--- src/rtl/rtc_write_sequencer.sv ---
// RTC write sequencer: turns a write request into an ordered list of
// (address, data) byte pairs for the bus-timing engine. It supports the
// power-up init ROM, masked time/date fields in clock or timer mode, the
// mode/transfer trigger item and the format configuration item.
module rtc_write_sequencer #(
  parameter int DW         = 8,
  parameter int N_FIELDS   = 6,
  parameter int TMR_FIELDS = 3
) (
  input  logic                   i_clk,
  input  logic                   i_reset,
  input  logic                   i_start,
  input  logic                   i_init_req,
  input  logic                   i_abort,
  input  logic                   i_mode_clk,
  input  logic                   i_fmt_12h,
  input  logic [N_FIELDS-1:0]    i_field_mask,
  input  logic [N_FIELDS*DW-1:0] i_field_data,
  input  logic [N_FIELDS*DW-1:0] i_field_addr,
  input  logic                   i_dir_ph,
  input  logic                   i_dat_ph,
  input  logic                   i_phase_done,
  output logic [DW-1:0]          o_bus_byte,
  output logic                   o_bus_req,
  output logic                   o_busy,
  output logic                   o_done,
  output logic                   o_aborted
);

  localparam int         IW        = $clog2(N_FIELDS) + 1;
  localparam logic [3:0] INIT_LAST = 4'd13;

  typedef enum logic [2:0] {S_IDLE, S_INIT, S_FIELD, S_XFER, S_CFG, S_GAP} state_t;

  state_t                r_state, r_ret, w_state_nxt, w_ret_nxt;
  logic [3:0]            r_init_idx, w_init_idx_nxt;
  logic [IW-1:0]         r_fidx, w_fidx_nxt;
  logic [N_FIELDS-1:0]   r_pend, w_pend_nxt;
  logic                  r_abort, w_abort_nxt;
  logic [DW-1:0]         r_bus_byte, w_bus_byte_nxt;
  logic                  r_bus_req, w_bus_req_nxt;
  logic                  r_busy, w_busy_nxt;
  logic                  r_done, w_done_nxt;
  logic                  r_aborted, w_aborted_nxt;
  logic                  w_snap;

  logic [N_FIELDS*DW-1:0] r_fa, r_fd;
  logic                   r_mode, r_fmt;

  logic [N_FIELDS-1:0]   w_tmr_keep, w_eff, w_pend_rem;
  logic [DW-1:0]         w_fld_addr, w_fld_data, w_item_addr, w_item_data;
  logic [15:0]           w_rom;
  logic                  w_last, w_abort_any;

  // Init ROM: {addr, data} for each of the 14 power-up register writes.
  function automatic logic [15:0] f_rom(input logic [3:0] idx);
    case (idx)
      4'd0:    f_rom = 16'h0210;
      4'd1:    f_rom = 16'h0200;
      4'd2:    f_rom = 16'h10D2;
      4'd3:    f_rom = 16'h1000;
      4'd4:    f_rom = 16'h2100;
      4'd5:    f_rom = 16'h2200;
      4'd6:    f_rom = 16'h2300;
      4'd7:    f_rom = 16'h2400;
      4'd8:    f_rom = 16'h2500;
      4'd9:    f_rom = 16'h2600;
      4'd10:   f_rom = 16'h4100;
      4'd11:   f_rom = 16'h4200;
      4'd12:   f_rom = 16'h4300;
      4'd13:   f_rom = 16'hF000;
      default: f_rom = 16'h0000;
    endcase
  endfunction

  // Priority encoder: index of the lowest set bit (0 when empty).
  function automatic logic [IW-1:0] f_lowest(input logic [N_FIELDS-1:0] m);
    f_lowest = '0;
    for (int i = N_FIELDS - 1; i >= 0; i--)
      if (m[i]) f_lowest = IW'(i);
  endfunction

  // Effective mask from live inputs, pending-field bookkeeping and field mux.
  always_comb begin
    w_fld_addr = '0;
    w_fld_data = '0;
    for (int i = 0; i < N_FIELDS; i++) begin
      w_tmr_keep[i] = (i < TMR_FIELDS);
      w_pend_rem[i] = r_pend[i] & (r_fidx != IW'(i));
      if (r_fidx == IW'(i)) begin
        w_fld_addr = r_fa[i*DW +: DW];
        w_fld_data = r_fd[i*DW +: DW];
      end
    end
    w_eff = i_mode_clk ? i_field_mask : (i_field_mask & w_tmr_keep);
  end

  // Address/data of the item currently on offer to the engine.
  always_comb begin
    w_rom       = f_rom(r_init_idx);
    w_item_addr = '0;
    w_item_data = '0;
    case (r_state)
      S_INIT: begin
        w_item_addr = DW'(w_rom[15:8]);
        w_item_data = DW'(w_rom[7:0]);
      end
      S_FIELD: begin
        w_item_addr = w_fld_addr;
        w_item_data = w_fld_data;
      end
      S_XFER: begin
        w_item_addr = r_mode ? DW'(8'hF1) : DW'(8'hF2);
        w_item_data = DW'(8'h01);
      end
      S_CFG: begin
        w_item_addr = '0;
        w_item_data = DW'({3'b000, r_fmt, ~r_mode, 3'b000});
      end
      default: ;
    endcase
  end

  // Next-state and registered-output logic.
  always_comb begin
    w_state_nxt    = r_state;
    w_ret_nxt      = r_ret;
    w_init_idx_nxt = r_init_idx;
    w_fidx_nxt     = r_fidx;
    w_pend_nxt     = r_pend;
    w_abort_nxt    = r_abort;
    w_bus_byte_nxt = r_bus_byte;
    w_bus_req_nxt  = r_bus_req;
    w_busy_nxt     = r_busy;
    w_done_nxt     = 1'b0;
    w_aborted_nxt  = 1'b0;
    w_snap         = 1'b0;
    w_abort_any    = r_abort | i_abort;
    w_last         = (r_state == S_CFG) ||
                     ((r_state == S_INIT) && (r_init_idx == INIT_LAST));
    case (r_state)
      S_IDLE: begin
        if (i_init_req) begin
          w_state_nxt    = S_INIT;
          w_init_idx_nxt = '0;
          w_bus_req_nxt  = 1'b1;
          w_busy_nxt     = 1'b1;
          w_abort_nxt    = 1'b0;
        end else if (i_start) begin
          w_snap        = 1'b1;
          w_bus_req_nxt = 1'b1;
          w_busy_nxt    = 1'b1;
          w_abort_nxt   = 1'b0;
          w_pend_nxt    = w_eff;
          w_fidx_nxt    = f_lowest(w_eff);
          w_state_nxt   = (|w_eff) ? S_FIELD : S_XFER;
        end
      end
      S_GAP: begin
        w_abort_nxt   = w_abort_any;
        w_state_nxt   = r_ret;
        w_bus_req_nxt = 1'b1;
      end
      default: begin
        w_abort_nxt = w_abort_any;
        if (i_dir_ph) begin
          w_bus_byte_nxt = w_item_addr;
        end else if (i_dat_ph) begin
          w_bus_byte_nxt = w_item_data;
        end else if (i_phase_done) begin
          w_bus_req_nxt = 1'b0;
          if (w_last || w_abort_any) begin
            w_state_nxt   = S_IDLE;
            w_busy_nxt    = 1'b0;
            w_done_nxt    = 1'b1;
            w_aborted_nxt = w_abort_any;
            w_abort_nxt   = 1'b0;
          end else begin
            w_state_nxt = S_GAP;
            case (r_state)
              S_INIT: begin
                w_ret_nxt      = S_INIT;
                w_init_idx_nxt = r_init_idx + 4'd1;
              end
              S_FIELD: begin
                w_pend_nxt = w_pend_rem;
                w_fidx_nxt = f_lowest(w_pend_rem);
                w_ret_nxt  = (|w_pend_rem) ? S_FIELD : S_XFER;
              end
              default: w_ret_nxt = S_CFG;
            endcase
          end
        end
      end
    endcase
  end

  // State and control registers.
  always_ff @(posedge i_clk or negedge i_reset) begin
    if (!i_reset) begin
      r_state    <= S_IDLE;
      r_ret      <= S_IDLE;
      r_init_idx <= '0;
      r_fidx     <= '0;
      r_pend     <= '0;
      r_abort    <= 1'b0;
      r_bus_byte <= '0;
      r_bus_req  <= 1'b0;
      r_busy     <= 1'b0;
      r_done     <= 1'b0;
      r_aborted  <= 1'b0;
    end else begin
      r_state    <= w_state_nxt;
      r_ret      <= w_ret_nxt;
      r_init_idx <= w_init_idx_nxt;
      r_fidx     <= w_fidx_nxt;
      r_pend     <= w_pend_nxt;
      r_abort    <= w_abort_nxt;
      r_bus_byte <= w_bus_byte_nxt;
      r_bus_req  <= w_bus_req_nxt;
      r_busy     <= w_busy_nxt;
      r_done     <= w_done_nxt;
      r_aborted  <= w_aborted_nxt;
    end
  end

  // Operand snapshot taken when a field write starts.
  always_ff @(posedge i_clk or negedge i_reset) begin
    if (!i_reset) begin
      r_fa   <= '0;
      r_fd   <= '0;
      r_mode <= 1'b0;
      r_fmt  <= 1'b0;
    end else if (w_snap) begin
      r_fa   <= i_field_addr;
      r_fd   <= i_field_data;
      r_mode <= i_mode_clk;
      r_fmt  <= i_fmt_12h;
    end
  end

  assign o_bus_byte = r_bus_byte;
  assign o_bus_req  = r_bus_req;
  assign o_busy     = r_busy;
  assign o_done     = r_done;
  assign o_aborted  = r_aborted;

endmodule

--- config.mk ---
export PLATFORM = sky130hd
export DESIGN_NAME = rtc_write_sequencer
export DESIGN_NICKNAME = d
export VERILOG_FILES = /design/src/rtl/rtc_write_sequencer.sv
export SDC_FILE = /design/constraint.sdc
export NUM_CORES = 1
export LEC_CHECK = 0
export CORE_UTILIZATION = 53
export DETAILED_ROUTE_END_ITERATION = 10
export GPL_TIMING_DRIVEN = 1
export PLACE_DENSITY_LB_ADDON = 0.1
export SYNTH_ARGS = -nofsm -noshare
export SYNTH_HDL_FRONTEND = slang
export SYNTH_SLANG_ARGS = --single-unit
--- constraint.sdc ---
create_clock -name i_clk -period 2.65 [get_ports i_clk]
set_clock_uncertainty 0.05 [all_clocks]
set_input_delay 0.265 -clock i_clk [delete_from_list [all_inputs] [get_ports i_clk]]
set_output_delay 0.265 -clock i_clk [all_outputs]
set_load 0.1 [all_outputs]
==> flow_summary.yaml <==
timing:
  rsz0062_at_grt: "false"
  min_period_ns: 2.21
  final.setup.tns_ns: 0
  hold_violations: 0
  setup_viol: 0
  slew_headroom: 0.543
  period_share: 0.833
  finalMaxSlewViolations: 0
  fmax_ghz: 0.453
  tightest_slew_ns: 0.685
layout:
  fin_util: 0.702
  nets: 798
  multiInputGateArea_um2: 3300
  antennaDiodeCount: 0
  seqCellArea_um2: 3250
  drive_above_1_share: 0.282
  fillCellCount: 942
  fin_area_um2: 8890
  area_growth_pct: 29.0
power_and_ir_drop:
  static-leakage-power_uw: 0.00374
  peakVddDrop_uv: 604
  cellPowerDensity_nw_per_um2: 1250
synthesis:
  syn_inst: 550
  ys.flop_type: "dfrtp_1"
  syn_avg_cell_area_um2: 12.5
  synth-edff-count: 0
  synth_cell_types: 62
  ys_ff_latch: 130
  yosysSeqAreaShare: 0.472
  syn_nets: 670
  yosysWarnings: 0
  synth_area_um2: 6890
  postSynth.asyncResetShare: 1.00
routing:
  num_vias: 4945
  wl_per_cell_um: 19.1
  drc_errors: 0
  antenna_left: 0
  first_pass_iters: 8
  wl_um: 16500
  vias_per_cell: 5.73
  drt-initial-drc-count: 396
floorplanning:
  die_h_um: 116
  coreArea_um2: 12700
  rows: 41
  die_area_um2: 13500
  die_width_um: 116
  ios: 124
  start_util: 0.544
job:
  max_cap_viol_count: 0
clock_tree:
  cts.clk_slew.worst_paths_ns: 0.06
  post_cts_buffers: 0
  insertion_delay_ns: 0.43
  cts_tree: "yes"
  post_cts_resized: 0
  htree_levels: 4
  cts-root-buf: "clkbuf_16"
  clock_sinks: 130
  cts_hold_buf: 1
  cts_buffers: 17
  clockBufferDepth: 2
placement:
  io_buffers: 123
  place_congestion: 0.915
  placed_area_um2: 8240
  dpl.hpwl_um: 11600
global_routing:
  grt_use_total: 0.264
  grt_max_degree: 131
  grt_pass1_wl_um: 26200
  antenna_found_initial: 0
  grt_pass1_vias: 5017
  grt_overflow: 0
critical_path:
  cp-end-kind: "register"
  path_class: "register to register"
  start_kind: "register"
  crit_arrival_ns: 2.46
  rrSetupSlack_ns: 0.44
  worstPathMaxFanout: 12
  crit_required_ns: 2.90
worst_hold_path:
  hold_class: "primary input to register"
outcome:
  outcome: "complete, no violations"
## final cells by class
| class | instances | area share |
|---|---|---|
| clock buffers | 18 | 0.0494 |
| clock inverters | 14 | 0.0228 |
| inverters | 11 | 0.00464 |
| multi-input cells | 372 | 0.372 |
| flip-flops and latches | 130 | 0.366 |
| well taps | 172 | 0.0242 |
| repair buffers | 146 | 0.162 |
## cells in the mapped netlist (3+ instances only)
cell	count	area share
mux2_2	54	0.088
o22ai_1	6	0.0054
clkbuf_1	11	0.0060
a22o_1	5	0.0064
buf_12	6	0.017
mux2_1	3	0.0049
mux4_2	16	0.052
a32o_1	3	0.0044
a21oi_1	22	0.016
buf_4	6	0.0065
a31oi_1	6	0.0054
or3_1	3	0.0027
buf_1	3	0.0016
nand2b_1	6	0.0054
inv_1	11	0.0060
a2111oi_0	3	0.0038
nor2b_1	7	0.0064
nor3b_1	7	0.0076
dfrtp_1	130	0.47
o21ai_0	32	0.023
nand2_1	29	0.016
buf_2	7	0.0051
nor2_1	34	0.019
nor3_1	9	0.0065
mux2i_1	11	0.016
nand3_1	8	0.0058
mux2_4	50	0.11
ha_1	8	0.015
buf_6	4	0.0065
a211oi_1	3	0.0033
## through the flow
stage	hold WS, ns	cells	worst slack [ns]	power [uW]
floorplan	-0.0806	550	0.593	7170
global placement	0.377	830	0.358	8400
detailed placement	0.389	830	0.351	8520
CTS	0.375	863	0.468	11100
global route	0.391	863	0.220	11700
finish	0.379	863	0.442	11100
## cell usage in the layout (no fill, tap or decap), types with 3 or more instances in the layout
master,count
a21oi_1,22
nor2b_1,7
mux4_2,16
a32o_1,3
a2111oi_0,3
clkdlybuf4s50_1,110
nand2b_1,6
clkinvlp_4,3
o22ai_1,6
a31oi_1,6
or3_1,3
o21ai_0,32
a22o_1,5
clkbuf_16,17
dfrtp_1,129
buf_4,30
bufinv_16,4
nand2_1,29
nor3_1,9
clkinv_4,3
nor2_1,34
mux2_4,50
nand3_1,8
ha_1,8
mux2_1,3
buf_12,5
mux2_2,54
mux2i_1,11
nor3b_1,7
a211oi_1,3
inv_1,11
## registers in the layout, summed over array words and instances, names as in the netlist, 3 cells and up
signal and flops:
r_pend 6, r_state 3, r_init_idx 4, o_bus_byte 8, r_fidx 3, r_ret 3
r_fd 48, r_fa 48
## power by group
group          leakage, uW  internal (uW)  total, uW  switching [uW]
clock network     0.000305           1610       2540             928
logic              0.00186           2500       4850            2350
registers          0.00157           2950       3680             734
total              0.00374           7060      11100            4010
## worst max-delay path, stage by stage (launching register included)
cell and delay (ns):
dfrtp_1 0.60, or3b_4 0.48, o21ai_1 0.29, nor3_1 0.13, a2111oi_0 0.41, o21ai_1 0.11
## cell families after synthesis
group           synth area share
simple gates              0.0868
mux                        0.270
flops                      0.472
xor+xnor                 0.00381
compound gates             0.104
fa+ha+maj                 0.0145
buf+inv                   0.0492
## routing by layer
layer / vias to the layer above / share of wire / track usage
met5: - / 0 / 0
met1: 2492 / 0.45 / 0.344
met2: 153 / 0.48 / 0.420
met4: 0 / 0.017 / 0.0846
met3: 22 / 0.058 / 0.0837
li1: 2278 / - / -
## path summary, 6_finish.rpt
kind	startpoint	end	cells past startpoint
max	r_state[0]	r_state[0]	5
min	i_field_data[19]	r_fd[19]	3
max reg2reg	r_state[0]	r_state[0]	5
min reg2reg	r_fa[47]	r_fa[47]	1
max in group asynchronous	i_reset	r_fidx[0]	3
min in group asynchronous	i_reset	r_fa[45]	3
No activity file was read; power rests on OpenSTA's default activity.
